$ cat src/rtl/serial_pattern_tx.sv
// Parallel-to-serial transmitter: latches a WIDTH-bit word on start and shifts it
// out MSB-first with a valid qualifier and a one-cycle done pulse after the last bit.
module serial_pattern_tx #(
    parameter int   WIDTH    = 16,
    parameter logic IDLE_LVL = 1'b0
) (
    input  logic             clk,
    input  logic             rst,
    input  logic             start,
    input  logic [WIDTH-1:0] data_in,
    output logic             ready,
    output logic             x,
    output logic             valid,
    output logic             busy,
    output logic             done
);

    localparam int CW = $clog2(WIDTH + 1);

    localparam logic [1:0] S_IDLE  = 2'd0;
    localparam logic [1:0] S_SHIFT = 2'd1;
    localparam logic [1:0] S_DONE  = 2'd2;

    logic [1:0]       state_q, state_d;
    logic [WIDTH-1:0] shreg_q, shreg_d;
    logic [CW-1:0]    cnt_q,   cnt_d;

    always_comb begin
        state_d = state_q;
        shreg_d = shreg_q;
        cnt_d   = cnt_q;
        case (state_q)
            // DONE behaves like IDLE for acceptance, giving a single gap cycle between words
            S_IDLE, S_DONE: begin
                if (start) begin
                    shreg_d = data_in;
                    cnt_d   = CW'(WIDTH);
                    state_d = S_SHIFT;
                end else begin
                    state_d = S_IDLE;
                end
            end
            S_SHIFT: begin
                shreg_d = {shreg_q[WIDTH-2:0], 1'b0};
                cnt_d   = cnt_q - CW'(1);
                if (cnt_q == CW'(1)) begin
                    state_d = S_DONE;
                end
            end
            default: begin
                state_d = S_IDLE;
            end
        endcase
    end

    always_ff @(posedge clk) begin
        if (rst) begin
            state_q <= S_IDLE;
            shreg_q <= '0;
            cnt_q   <= '0;
        end else begin
            state_q <= state_d;
            shreg_q <= shreg_d;
            cnt_q   <= cnt_d;
        end
    end

    // Outputs decode from registered state only; x holds IDLE_LVL outside SHIFT.
    assign valid = (state_q == S_SHIFT);
    assign busy  = (state_q == S_SHIFT);
    assign done  = (state_q == S_DONE);
    assign ready = (state_q == S_IDLE) || (state_q == S_DONE);
    assign x     = (state_q == S_SHIFT) ? shreg_q[WIDTH-1] : IDLE_LVL;

endmodule

$ cat config.mk
export PLATFORM = sky130hd
export DESIGN_NAME = serial_pattern_tx
export DESIGN_NICKNAME = d
export VERILOG_FILES = /design/src/rtl/serial_pattern_tx.sv
export SDC_FILE = /design/constraint.sdc
export NUM_CORES = 1
export LEC_CHECK = 0
export BUFFER_PORTS_ARGS = -buffer_cell sky130_fd_sc_hd__buf_2
export CAP_MARGIN = 20
export CORE_MARGIN = 10
export CORE_UTILIZATION = 50
export DETAILED_ROUTE_END_ITERATION = 16
export PLACE_DENSITY = 0.74
export SLEW_MARGIN = 10
export SYNTH_ARGS = -nofsm -noshare
export SYNTH_HDL_FRONTEND = slang
export SYNTH_SLANG_ARGS = --single-unit
$ cat constraint.sdc
create_clock -name clk -period 3.4 [get_ports clk]
set_clock_uncertainty 0.15 [all_clocks]
set_input_delay 0.17 -clock clk [delete_from_list [all_inputs] [get_ports clk]]
set_output_delay 0.17 -clock clk [all_outputs]
set_load 0.1 [all_outputs]
# Word level (Yosys, flattened, before mapping)
# Index checks and enable logic that the tools add are counted.
# totals
reg_bits	23
inputBits	19
word_cells	22
# classes
add_sub_neg	1
n_eq_ne	5
n_mux	8
n_reduce_logical	5
# ops
cell	count
16-bit one-hot mux with 2 select lines	1
16-bit 2-to-1 mux	1
5-bit one-hot mux with 2 select lines	1
5-bit by 1-bit == test with 1-bit output (second input constant)	1
5-bit 2-to-1 mux	1
5-bit by 1-bit subtractor with 5-bit output (second input constant)	1
2-bit one-hot mux with 2 select lines	1
2-bit by 1-bit == test with 1-bit output (second input constant)	1
2-bit == test (second input constant)	1
2-bit logical NOT	1
1-bit 2-to-1 mux	2
2-bit 2-to-1 mux	1
2-bit by 1-bit inequality test with 1-bit output (second input constant)	1
2-bit inequality test (second input constant)	1
2-bit AND reduction	1
2-bit nonzero test	1
2-bit OR reduction	1
1-bit logical OR	1

# Logic depth before layout (Yosys ltp)
# Gate-level depths: netlist of the first run.
# logic_depth
word_depth	4
mapped_depth	5
mapped_depth_nobuf	5

# Worst setup path before layout of the first run
# No wires, ideal clock.
# synth_timing
kind	flip-flop to output port
from	register state_q[0]
to	output port x
t_arrival_ns	1.712
required_time_ns	3.080
path_slack_ns	1.368
path_stages_with_launch	5
path_cell_list	dfxtp_1 -> nand2b_1 -> inv_1 -> buf_4 -> and2_1
# synth_between
elab_chain_cells	2
# synth_rtl
item	line	rtl
start, declared	24	logic [1:0] state_q, state_d;
start signal, assigned	62	state_q <= state_d;
2-bit by 1-bit == test with 1-bit output	--	
named net busy	14	output logic busy,
1-bit 2-to-1 mux	73	assign x = (state_q == S_SHIFT) ? shreg_q[WIDTH-1] : IDLE_LVL;
end, declared	12	output logic x,
# The timed path passes the listed nets, and every way through them passes these cells.

# Worst setup path in the final report of the first run
# layout_timing
from	register state_q[0]
to	output port x
# layout_between
elab_chain_cells	2
# layout_rtl
item	line
2-bit by 1-bit == test with 1-bit output	73
1-bit 2-to-1 mux	73
# No other way between the ends.

==> out/metrics.cfg, run 1 <==
[grt]
grt_pass1_wl_mm = 4.057
grt_overflow = 0
grt_max_degree = 25
first_global_vias = 926
track_usage_pct = 11.34
antenna_found_initial = 0

[floorplan]
die_w_um = 65.11
dieArea_mm2 = 0.004239
core_mm2 = 0.001942
die_h_um = 65.11
placementRows = 16
io-pin-count = 24
start_util_pct = 52.38

[logic_synthesis]
synth_top_area_share_pct = 45.26
synth_edf_count = 0
synth_area_leaders = dfxtp_1, a22oi_1, a21oi_1, nand3_1, buf_4
synth-warning-count = 0
yosysTopAreaCell = dfxtp_1
ys_seq_area_share_pct = 45.26
synth_nets = 136
synth_adder_area_share_pct = 2.460
synth_top_family_by_area = compound AO/OA/AOI/OAI gates
synth-main-ff-cell = dfxtp_1
syn_inst = 115
muxShareOfSynthArea_pct = 1.107
syn_area_mm2 = 0.001017
synth_common_cells = dfxtp_1, a21oi_1, nand3_1
yosysUniqueCellTypes = 24
synth_most_common_cell = dfxtp_1
synth_compound_area_share_pct = 23.74
ys_ff_latch = 23
syn_avg_cell_area_um2 = 8.845
synth_xor_area_share_pct = 0
synthArstFlopShare_pct = 0
synthSimpleGateAreaFrac_pct = 18.57

[routing]
wl_per_cell_um = 13.54
drt_iter0_drc = 67
num_vias = 948
drt-total-wl_mm = 2.370
drcViolationCount = 0
ant_nets = 0
drt-pass1-iter-count = 4
routed_via_density = 5.417

[sta]
relSlewSlack_pct = 51.27
period_minus_slack_ns = 2.454
final.setup.tns_ns = 0
layout_setup_ws_ns = 0.9458
post-route-period-util_pct = 72.18
worstMarginPinSlew_ns = 0.7309
setup_violations = 0
rsz0062_at_grt = no
fmax_ghz = 0.4075
drv_slew = 0
final_hold_viol_count = 0

[place]
port_buffers = 23
place_ws_ns = 1.286
dpl.hpwl_mm = 1.513
gp_congestion = 0.7517

[clocking]
cts_root_buf = clkbuf_4
clkSinkCount = 23
h-tree-depth = 1
cts_buffers = 3
cts_buffer_depth = 2
cts_tree = yes
clk_latency_ns = 0.30
cts_setup_buffers = 0
clkTransAtPathRegs_ns = 0.12

[finish]
multi_input_area_um2 = 466.7
diodes = 0
area.sequential_um2 = 460.4
final_net_count = 170
drive_gt1_share_pct = 20.95
n_fill_cell = 173
syn_to_final_growth_pct = 26.44

[critical_path]
cp-end-kind = primary output
crit_fanout = 24
r2r_end = cnt_q[4]
startpoint_type = flip-flop
critPathRequiredTime_ns = 3.08
worst-path-buf-inv = 3
critPathKind = reg2out
crit_chain = nand2b_1 -> buf_4 -> inv_1 -> and2_1 -> buf_2
cp_slowest_stage_delay_ns = 0.52
cp.depth = 5
crit-reg2reg-launch = state_q[0]
worstSetupStartpoint = state_q[0]
cp-endpoint = x
rrSetupSlack_ns = 1.52
slowest_stage = inv_1
crit_arrival_ns = 2.13
path_delay_family = buffers and inverters
r2r_cells = 5

[outcome]
status = complete, no violations

[power]
vdd_drop_max_mv = 0.2553
power_density_mw_per_mm2 = 439.1
p_leak_nw = 0.5185

[min_path]
worstHoldPathType = in2reg

[run]
cap_violations = 0

report_power, final:
| part | switching (mW) | total, mW | leakage (nW) | internal, mW |
|---|---|---|---|---|
| sequential | 0.0138 | 0.305 | 0.189 | 0.291 |
| clock | 0.0782 | 0.124 | 0.0150 | 0.0457 |
| combinational | 0.0853 | 0.136 | 0.314 | 0.0509 |
| total | 0.177 | 0.565 | 0.519 | 0.387 |
worst min-delay path by stage:
stage                     slack [ns]    endpoint  cells past startpoint       start
final                           0.01  shreg_q[3]                      3  data_in[3]
after global routing            0.04  shreg_q[3]                      3  data_in[3]
after CTS                      0.008  shreg_q[3]                      3  data_in[3]
after detailed placement        0.28  shreg_q[0]                      3  data_in[0]
after global placement          0.26  shreg_q[0]                      3  data_in[0]
after floorplan                 0.09    cnt_q[4]                      1         rst
metal layers:
| layer | vias up | routed length (µm) | share of wire, % | GRT usage (%) |
|---|---|---|---|---|
| li1 | 481 | - | - | - |
| met1 | 441 | 1073 | 45 | 13.82 |
| met2 | 26 | 1139 | 48 | 18.35 |
| met3 | 0 | 157 | 6.6 | 4.068 |
| met4 | 0 | 0 | 0 | 3.209 |
| met5 | - | 0 | 0 | 0 |
kinds of logic (layout without fill, tap and decap cells):
kind of cell	Yosys count	in the layout
compound gates	38	38
simple gates	35	35
flops	23	23
buf+inv	16	49
fa+ha+maj	2	2
mux	1	1
cell usage in the layout, fill, tap and decap left out, types with 2 or more instances in the layout:
master	count
nand2b_1	3
dfxtp_1	23
a22oi_1	15
nand3_1	18
a21oi_1	19
buf_2	23
ha_1	2
clkbuf_4	3
nor2b_1	2
dlygate4sd3_1	15
a311oi_1	2
nor2_1	4
nand2_1	2
inv_1	5
buf_4	2
what timing repair did:
| item | CTS | global route |
|---|---|---|
| hold buffers | 15 | 0 |
| gates resized for setup | 0 | 0 |
| endpoints found under the hold margin | 15 | 0 |
layout make-up:
| class | instances | share of cell area (%) |
|---|---|---|
| Clock buffer | 4 | 2.043 |
| Inverter | 5 | 1.459 |
| Multi-Input combinational cell | 76 | 36.28 |
| Sequential cell | 23 | 35.80 |
| Tap cell | 27 | 2.626 |
| Timing Repair Buffer | 40 | 21.79 |
sequential cells by signal, indices dropped and copies added (netlist names):
signal,cells
cnt_q,5
shreg_q,16
state_q,2
worst reg2reg max path, stage by stage (launching register included):
cell      delay, ns
dfxtp_1        0.40
nand2b_1       0.07
buf_4          0.21
inv_1          0.52
a311oi_1       0.19
a311oi_1       0.27
stage by stage:
stage | power (mW) | utilization, % | cells | hold slack, ns | cell area, µm²
2_1_floorplan | 0.4101 | - | 115 | 0.09214 | 1017
3_3_place_gp | 0.4291 | 57.15 | 156 | 0.2621 | 1110
3_5_place_dp | 0.4340 | 57.15 | 156 | 0.2753 | 1110
4_1_cts | 0.5698 | 66.24 | 175 | 0.007791 | 1286
5_1_grt | 0.5972 | 66.24 | 175 | 0.04253 | 1286
6_report | 0.5648 | 66.24 | 175 | 0.01265 | 1286
(Power assumes the default switching activity.)
==> run 2: changes to the inputs <==
--- a/config.mk
+++ b/config.mk
@@ -5,12 +5,13 @@
 export SDC_FILE = /design/constraint.sdc
 export NUM_CORES = 1
 export LEC_CHECK = 0
+export ABC_AREA = 1
 export BUFFER_PORTS_ARGS = -buffer_cell sky130_fd_sc_hd__buf_2
 export CAP_MARGIN = 20
 export CORE_MARGIN = 10
 export CORE_UTILIZATION = 50
 export DETAILED_ROUTE_END_ITERATION = 16
-export PLACE_DENSITY = 0.74
+export PLACE_DENSITY = 0.72
 export SLEW_MARGIN = 10
 export SYNTH_ARGS = -nofsm -noshare
 export SYNTH_HDL_FRONTEND = slang
==> constraint.sdc (replaced) <==
create_clock -name clk -period 2.3 [get_ports clk]
set_clock_uncertainty 0.15 [all_clocks]
set_input_delay 0.115 -clock clk [delete_from_list [all_inputs] [get_ports clk]]
set_output_delay 0.115 -clock clk [all_outputs]
set_load 0.1 [all_outputs]
==> out/metrics.cfg, run 2 <==
[finish]
area.sequential_um2 = 460.4
final_net_count = 226
final_common_cell = nand3_1
fin_area_mm2 = 0.001421
multi_input_area_um2 = 576.8
diodes = 0
final_cell_mix = nand3_1, nand2_1, inv_1
syn_to_final_growth_pct = 15.33
top_regs = shreg_q: 16 flops, cnt_q: 5 flops, state_q: 2 flops
drive_gt1_share_pct = 17.16
regMostFlops = shreg_q
fin_util_pct = 62.45
n_fill_cell = 199
largest_reg_flops = 16

[grt]
antenna_found_initial = 0
grt_overflow = 0
grt_max_degree = 21
grt_pass1_wl_mm = 5.064
first_global_vias = 1133
track_usage_pct = 11.64

[clocking]
h-tree-depth = 1
cts_tree = yes
cts_buffer_depth = 2
cts-hold-fix-buffers = 10
cts_setup_buffers = 0
clkSinkCount = 23
clkTransAtPathRegs_ns = 0.12
clk_latency_ns = 0.31
cts_buffers = 3
cts_resized = 0
cts_root_buf = clkbuf_4

[routing]
routed.top_layer = met4
drt_iter0_drc = 131
ant_nets = 0
routed_via_density = 5.168
wl_per_cell_um = 12.74
wl_met1_mm = 1.373
num_vias = 1199
wl_met3_um = 165
drt-pass1-iter-count = 4
drt-total-wl_mm = 2.956
wl_met2_mm = 1.407
drcViolationCount = 0

[sta]
final_hold_viol_count = 0
setup_violations = 0
worstMarginPinSlew_ns = 0.4896
rsz0062_at_grt = no
drv_slew = 0
post-route-period-util_pct = 84.75
fmax_ghz = 0.5130
layout_setup_ws_ns = 0.3508
period_minus_slack_ns = 1.949
relSlewSlack_pct = 67.59
final.setup.tns_ns = 0

[floorplan]
io-pin-count = 24
die_w_um = 69.65
die_h_um = 69.65
placementRows = 17
core_mm2 = 0.002276
start_util_pct = 54.15
dieArea_mm2 = 0.004850

[place]
dpl.hpwl_mm = 2.047
gp_congestion = 0.8140
placed_area_mm2 = 0.001295
place_ws_ns = 0.7175
port_buffers = 23

[critical_path]
cp_slowest_stage_delay_ns = 0.43
r2r_cells = 5
slowest_stage = buf_2
path_delay_family = buffers and inverters
r2r_end = cnt_q[4]
cp-end-kind = primary output
crit_arrival_ns = 1.68
rrSetupSlack_ns = 0.85
startpoint_type = flip-flop
crit_chain = inv_2 -> nand2_4 -> nor2_1 -> buf_2
crit-reg2reg-launch = state_q[0]
critPathKind = reg2out
worst-path-buf-inv = 2
crit_fanout = 19
critPathRequiredTime_ns = 2.04

[logic_synthesis]
yosysUniqueCellTypes = 21
yosysTopAreaCell = dfxtp_1
synth_area_leaders = dfxtp_1, nand3_1, nand2_1, inv_1, a21oi_1
muxShareOfSynthArea_pct = 0
synth_adder_area_share_pct = 2.030
syn_inst = 177
synth_nets = 198
synth_top_area_share_pct = 37.36
ys_seq_area_share_pct = 37.36
synthSimpleGateAreaFrac_pct = 36.75
synth_top_family_by_area = simple AND/OR/NAND/NOR gates
synth_common_cells = nand3_1, nand2_1, inv_1
synth_compound_area_share_pct = 8.020
synth_most_common_cell = nand3_1
synth-main-ff-cell = dfxtp_1
synth_edf_count = 0
synth-warning-count = 0
syn_avg_cell_area_um2 = 6.963
syn_area_mm2 = 0.001232
synth_xor_area_share_pct = 0
synthArstFlopShare_pct = 0
ys_ff_latch = 23

[power]
power_density_mw_per_mm2 = 668.0
p_total_mw = 0.9494
vdd_drop_max_mv = 0.6013
p_leak_nw = 0.6705

[min_path]
holdPathStages = 5
hp-start = data_in[7]
min_to = shreg_q[7]
worstHoldPathType = in2reg

[outcome]
status = complete, no violations

[run]
cap_violations = 0

==> run 2: final cells by class <==
class,instances,share of cell area (%)
repair buffers,34,15.67
multi-input cells,117,40.58
inverters,26,7.042
clock buffers,4,1.849
well taps,28,2.465
flip-flops and latches,23,32.39
==> run 2: logic make-up after synthesis <==
| family | after synthesis |
|---|---|
| buffers and inverters | 37 |
| flip-flops | 23 |
| AND/OR/NAND/NOR | 97 |
| AO/OA/AOI/OAI | 18 |
| adder cells (fa/ha/maj) | 2 |
==> run 2: tightest hold or removal path, delay by kind of cell <==
kind / cells / cell delay [ns]
and+or+nand+nor: 2 / 0.12
buffers and inverters: 2 / 0.15
AOI/OAI and AO/OA: 1 / 0.05
==> run 2: report_power, final <==
group          total [mW]  switching [mW]  leakage (nW)  internal (mW)
registers           0.467          0.0288         0.189          0.438
clock network       0.185           0.117        0.0150         0.0677
logic               0.298           0.206         0.466         0.0916
total               0.949           0.352         0.670          0.597
==> run 2: worst max path at each step <==
stage	slack [ns]	depth (start not counted)	startpoint	end
3_3_place_gp	0.76	4	state_q[1]	x
4_1_cts	0.35	4	state_q[1]	x
3_5_place_dp	0.72	4	state_q[1]	x
6_report	0.35	4	state_q[1]	x
2_1_floorplan	0.09	4	state_q[0]	x
5_1_grt	0.26	4	state_q[1]	x
==> run 2: stage by stage <==
| stage | std cells | hold slack (ns) |
|---|---|---|
| 3_5_place_dp | 218 | 0.1682 |
| 3_3_place_gp | 218 | 0.1622 |
| 5_1_grt | 232 | 0.002844 |
| 4_1_cts | 232 | 0.001436 |
| 2_1_floorplan | 177 | 0.07517 |
| 6_report | 232 | 0.006189 |
==> run 2: metal layers <==
layer	up-vias	track usage (%)
li1	623	-
met1	543	14.24
met2	31	19.25
met3	2	4.422
met4	0	1.522
met5	-	0
